===== src/rtl/serial_gf_inv_mult.sv =====
// serial_gf_inv_mult: bit-serial GF(2^8) multiply of LANES bytes by an
// AES InvMixColumns constant (0x0E/0x0B/0x0D/0x09), MSB plane first.
//
// Ports:
//   sys_clk_in, sys_reset_in : clock, synchronous active-high reset
//   start_in, factor_sel_in  : start an operation with a multiplier code
//   bitline_in, plane_valid_in, plane_ready_out : input plane handshake
//   product_out, plane_valid_out, plane_ready_in : output plane handshake
//   busy_out, done_out, err_out : status
//
// Optional: SERIAL_GF_INV_FWD_EN adds forward codes 1xx (0x02, 0x03,
// 0x01) and ties err_out low.
module serial_gf_inv_mult #(
    parameter int         LANES   = 8,
    parameter logic [7:0] GF_POLY = 8'h1B
) (
    input  logic             sys_clk_in,
    input  logic             sys_reset_in,
    input  logic             start_in,
    input  logic [2:0]       factor_sel_in,
    input  logic [LANES-1:0] bitline_in,
    input  logic             plane_valid_in,
    output logic             plane_ready_out,
    output logic [LANES-1:0] product_out,
    output logic             plane_valid_out,
    input  logic             plane_ready_in,
    output logic             busy_out,
    output logic             done_out,
    output logic             err_out
);

    typedef enum logic [1:0] {
        IDLE,
        LOAD,
        DRAIN,
        DONE
    } state_t;

    state_t     state_q;
    state_t     state_d;
    logic [2:0] cnt_q;
    logic [7:0] coef_q;
    logic [7:0] acc_q [LANES];
    logic       err_q;

    logic       code_ok;
    logic [7:0] code_coef;
    logic       start_ok;
    logic       load_fire;
    logic       drain_fire;

    function automatic logic [7:0] xtime(input logic [7:0] a);
        return {a[6:0], 1'b0} ^ (a[7] ? GF_POLY : 8'h00);
    endfunction

    // Multiplier code decode
    always_comb begin
        code_ok   = 1'b1;
        code_coef = 8'h00;
        case (factor_sel_in)
            3'b000:  code_coef = 8'h0E;
            3'b001:  code_coef = 8'h0B;
            3'b010:  code_coef = 8'h0D;
            3'b011:  code_coef = 8'h09;
`ifdef SERIAL_GF_INV_FWD_EN
            3'b100:  code_coef = 8'h02;
            3'b101:  code_coef = 8'h03;
            default: code_coef = 8'h01;
`else
            default: code_ok   = 1'b0;
`endif
        endcase
    end

    assign start_ok   = (state_q == IDLE) && start_in && code_ok;
    assign load_fire  = (state_q == LOAD) && plane_valid_in;
    assign drain_fire = (state_q == DRAIN) && plane_ready_in;

    // Next-state logic
    always_comb begin
        state_d = state_q;
        unique case (state_q)
            IDLE:  if (start_ok) state_d = LOAD;
            LOAD:  if (load_fire && cnt_q == 3'd7) state_d = DRAIN;
            DRAIN: if (drain_fire && cnt_q == 3'd7) state_d = DONE;
            DONE:  state_d = IDLE;
        endcase
    end

    // Control registers; one counter serves both LOAD and DRAIN and
    // wraps 7->0 on the transition between them.
    always_ff @(posedge sys_clk_in) begin
        if (sys_reset_in) begin
            state_q <= IDLE;
            cnt_q   <= 3'd0;
            coef_q  <= 8'h00;
            err_q   <= 1'b0;
        end else begin
            state_q <= state_d;
            if (start_ok) begin
                cnt_q  <= 3'd0;
                coef_q <= code_coef;
            end else if (load_fire || drain_fire) begin
                cnt_q <= cnt_q + 3'd1;
            end
`ifdef SERIAL_GF_INV_FWD_EN
            err_q <= 1'b0;
`else
            err_q <= (state_q == IDLE) && start_in && !code_ok;
`endif
        end
    end

    // Horner accumulation, MSB plane first: acc = acc*x + bit*C
    always_ff @(posedge sys_clk_in) begin
        if (sys_reset_in || start_ok) begin
            for (int i = 0; i < LANES; i++) begin
                acc_q[i] <= 8'h00;
            end
        end else if (load_fire) begin
            for (int i = 0; i < LANES; i++) begin
                acc_q[i] <= xtime(acc_q[i])
                          ^ (bitline_in[i] ? coef_q : 8'h00);
            end
        end
    end

    // Output plane k is bit 7-k of each accumulator; it only moves
    // when the counter moves, so it holds during back-pressure.
    always_comb begin
        product_out = '0;
        if (state_q == DRAIN) begin
            for (int i = 0; i < LANES; i++) begin
                product_out[i] = acc_q[i][3'd7 - cnt_q];
            end
        end
    end

    assign plane_ready_out = (state_q == LOAD);
    assign plane_valid_out = (state_q == DRAIN);
    assign busy_out        = (state_q != IDLE);
    assign done_out        = (state_q == DONE);
    assign err_out         = err_q;

endmodule


===== config.mk =====
export PLATFORM = sky130hd
export DESIGN_NAME = serial_gf_inv_mult
export DESIGN_NICKNAME = d
export VERILOG_FILES = /design/src/rtl/serial_gf_inv_mult.sv
export SDC_FILE = /design/constraint.sdc
export NUM_CORES = 1
export LEC_CHECK = 0
export BUFFER_PORTS_ARGS = -buffer_cell sky130_fd_sc_hd__buf_4
export CAP_MARGIN = 20
export CORE_MARGIN = 4
export CORE_UTILIZATION = 55
export CTS_CLUSTER_SIZE = 12
export DETAILED_ROUTE_END_ITERATION = 8
export GPL_TIMING_DRIVEN = 0
export PLACE_DENSITY = 0.74
export SLEW_MARGIN = 5
export SYNTH_ARGS = -nofsm -noshare
export SYNTH_HDL_FRONTEND = slang
export SYNTH_SLANG_ARGS = --single-unit

===== constraint.sdc =====
create_clock -name sys_clk_in -period 8.9 [get_ports sys_clk_in]
set_input_delay 0 -clock sys_clk_in [delete_from_list [all_inputs] [get_ports sys_clk_in]]
set_output_delay 0 -clock sys_clk_in [all_outputs]
set_load 0.01 [all_outputs]

==> summary.md <==
| Metric | Value |
|---|---|
| Fraction of layout cells with a size suffix above 1 | between 10% and 20% |
| Worst Hold Slack | 85.6 ps |
| Commonest non-fill, non-tap cells in the layout | edfxtp_1 (64), nor2_1 (50), xnor2_1 (40) |
| Multiplexer fraction of the synthesized cell area | a little over a tenth |
| Period utilisation layout | 29.8% |
| Post-detailed-route wirelength per cell | between 15 and 20 um |
| Worst R2R End | acc_q[0][36] |
| Sequential element share of the synthesized area | between 50% and 60% |
| Number of setup violations in the final report | 0 |
| Antenna-violating nets left | 0 |
| XOR/XNOR share of the synthesized area | 12.6% |
| Most common cell after layout, fill and taps aside | edfxtp_1 |
| Syn. warnings | 0 |
| WP data arrival | 2550 ps |
| Int Power | about 0.77 mW |
| Inst Count DP | ~440 |
| Post-synthesis adder-cell area fraction | around 1.9% |
| Violation count after the first detailed-routing iteration | 121 |
| Syn Nets | roughly 340 |
| Number of global-route vias before repair | 2571 |
| Final weighted congestion in routability-driven placement | 0.798 |
| Power per cell area | 239 nW/um^2 |
| Final critical-path required period | 2650 ps |
| Total Die Area | 8640 sq um |
| Mapped Cells | 320 |
| Comb power frac | 28.1% |
| Drc violations | 0 |
| Ranking of synthesized cells by area | edfxtp_1 (48%), xnor2_1 (8.8%), mux4_1 (5.3%), dfxtp_1 (5.0%), nor2_1 (4.7%) |
| Post-detail-place hpwl | 4950 um |
| Netlist cell types | 29 |
| TritonCTS clock tree | yes |
| Flop2flop setup slack | 6250 ps |
| Post-CTS setup buffers | 0 |
| CTS Buf Count | 9 |
| Leakage Power | 1.70 nW |
| Die height | roughly 93 um |
| Area share of the largest cell type after synthesis | 48.4% |
| Worst setup EP type | flop |
| Die Wd | a little over 90 um |
| Total Negative Setup Slacks | 0 ps |
| Switching power of the nets | approximately 0.32 mW |
| Pin count of the biggest net entering global routing | 65 |
| Register area | between 2000 and 2500 sq um |
| Type of the worst setup path | flop to flop |
| Tot Pwr | around 1.1 mW |
| Main combinational cell family by area after synthesis | simple AND/OR/NAND/NOR gates |
| Total area of multi-input combinational cells | 1690 sq um |
| Total count of max-transition violations in the final report | 0 |
| Simple-gate share of the synthesized area | 14.1% |
| Final instance count without filler cells | 464 |
| Critical path startpoint category | flop |
| Reg2Reg Depth | 6 |
| Buffer levels on the longest clock path | 2 |
| Unrepaired setup endpoints after global routing | no |
| GRT Residual Overflow | 0 |
| Number of hold buffers added after cts | 4 |
| Fill cell total of the finished layout | 551 |
| Worst setup skew after layout | 15.4 ps |
| CTS H-Tree Depth | 3 |
| CTS Root Buffer Type | clkbuf_8 |
| Worst setup endpoint | acc_q[0][36] |
| Netlist area before placement | 3970 sq um |
| Number of cell rows | 30 |
| Critical register-to-register path startpoint | state_q[0] |
| Clock network fraction of design power | 25.8% |
| Mapped Avg Cell Area | 12.4 sq um |
| Outcome | finished, final reports clean |
| Max Cap Violations | 0 |
| Average via count per standard cell | 5.28 |
| Total iterations of the first detailed-routing run | 4 |
| Critical path startpoint | state_q[0] |
| Sequential share of power | 46.1% |
| Cell type with the largest total area after synthesis | edfxtp_1 |
| Clock latency at the later pin of the worst-skew pair | 350 ps |
| Antenna violations before repair | 0 |
| Worst-case headroom to the max-slew limit | 42.9% |
| Number of hold-slack violations in the final timing report | 0 |
| Global-route wire length before repair | 12600 um |
| Count of pins on the block boundary | 29 |
| Clk slew on worst S/H paths | 80 ps |
| Actual transition at the worst max-transition pin | 856 ps |
| GRT Total Usage | 19.5% |
| Area fraction in compound gates after synthesis | 3.31% |
| Initial Util | 57.5% |
| Worst-path maximum fanout | 64 |
| Number of buffers added on ports | 28 |
| Synthesis-stage register bit count | 74 |
| Switching portion of total power | between 20 and 30% |
| Core region area | 6910 sq um |
| IR drop worst, VDD | 0.150 mV |
| Routed vias | 2452 |
| Worst hold path type | primary input to flop |
| Number of nets in the layout | 385 |
| Achievable frequency | about 380 MHz |
| Total wire length after detailed routing | 7590 um |
| Syn-to-layout area delta | 14.8% |
| Quantity of gates resized following cts | 0 |
| Required time reported for the critical path endpoint | a little under 9000 ps |
| Antenna diodes | 0 |
| Clk sink count | 74 |
[worst max-delay path, cell delays in order (launching register included)]
cell and delay (ps):
dfxtp_1 370, inv_1 90, ha_1 240, and3b_1 250
buf_6 160, nor2_1 450, nand2_4 600
[kinds of logic (layout without fill, tap and decap cells)]
family / count (synthesis) / after routing
compound gates: 16 / 16
xor+xnor: 57 / 57
fa+ha+maj: 6 / 6
buf+inv: 28 / 76
flops: 74 / 74
mux: 19 / 19
simple gates: 120 / 120
[worst min path at each step]
stage | startpoint | end | slack [ps] | cells past startpoint
final | bitline_in[3] | acc_q[0][27] | 90 | 4
after global placement | factor_sel_in[0] | coef_q[2] | 200 | 2
after global routing | bitline_in[4] | acc_q[0][35] | 90 | 4
after floorplan | factor_sel_in[1] | coef_q[1] | 100 | 1
after detailed placement | factor_sel_in[0] | coef_q[2] | 200 | 2
after CTS | bitline_in[3] | acc_q[0][27] | 70 | 4
[synth_stat cells]
cell	instances
or3_4	1
inv_1	3
buf_12	1
buf_1	2
o2111ai_1	1
buf_2	3
mux4_2	8
xor2_1	17
ha_1	6
a22oi_1	1
a22o_1	8
nor2_1	50
mux2i_1	3
dfxtp_1	10
and3b_1	1
xnor2_1	40
nor3_4	1
o21bai_1	1
nand2_1	35
a211oi_1	5
and2_1	25
buf_6	5
nand2b_1	4
or2_1	1
mux4_1	8
clkbuf_1	14
nor2b_1	1
and4b_1	1
edfxtp_1	64
[layer usage]
layer,vias up,wire length (um),track usage [%]
met5,-,0,0
met4,0,95,6.59
met3,9,316,4.96
met2,47,3650,31.5
met1,1199,3530,25.8
li1,1197,-,-
[power groups by stage]
stage,Combinational [mW],Clock (mW),Sequential [mW]
2_1_floorplan,0.239,0,0.498
3_3_place_gp,0.299,0,0.510
3_5_place_dp,0.304,0,0.509
4_1_cts,0.308,0.284,0.502
5_1_grt,0.337,0.301,0.512
6_report,0.306,0.281,0.502
[final cells by class]
cell class                 count  share of cell area [%]
clock buffer                  10                    2.80
tap                           96                    2.64
timing repair buffer          32                    5.49
clock inverter                 6                    1.78
sequential                    74                    46.6
inverter                       3                   0.247
buffer                        25                    3.32
multi-input combinational    218                    37.1
[per-stage QoR]
stage,area (sq um),worst slack [ps],utilization [%]
after global routing,4560,6070,66.0
after detailed placement,4310,6240,62.4
final,4560,6250,66.0
after global placement,4300,4850,62.3
after floorplan,3970,5910,-
after CTS,4560,6230,66.0
[registers in the layout, indices dropped and copies added (netlist names)]
register	count
coef_q	4
err_out	1
acc_q	64
cnt_q	3
state_q	2
No activity file was read; power rests on OpenSTA's default activity.
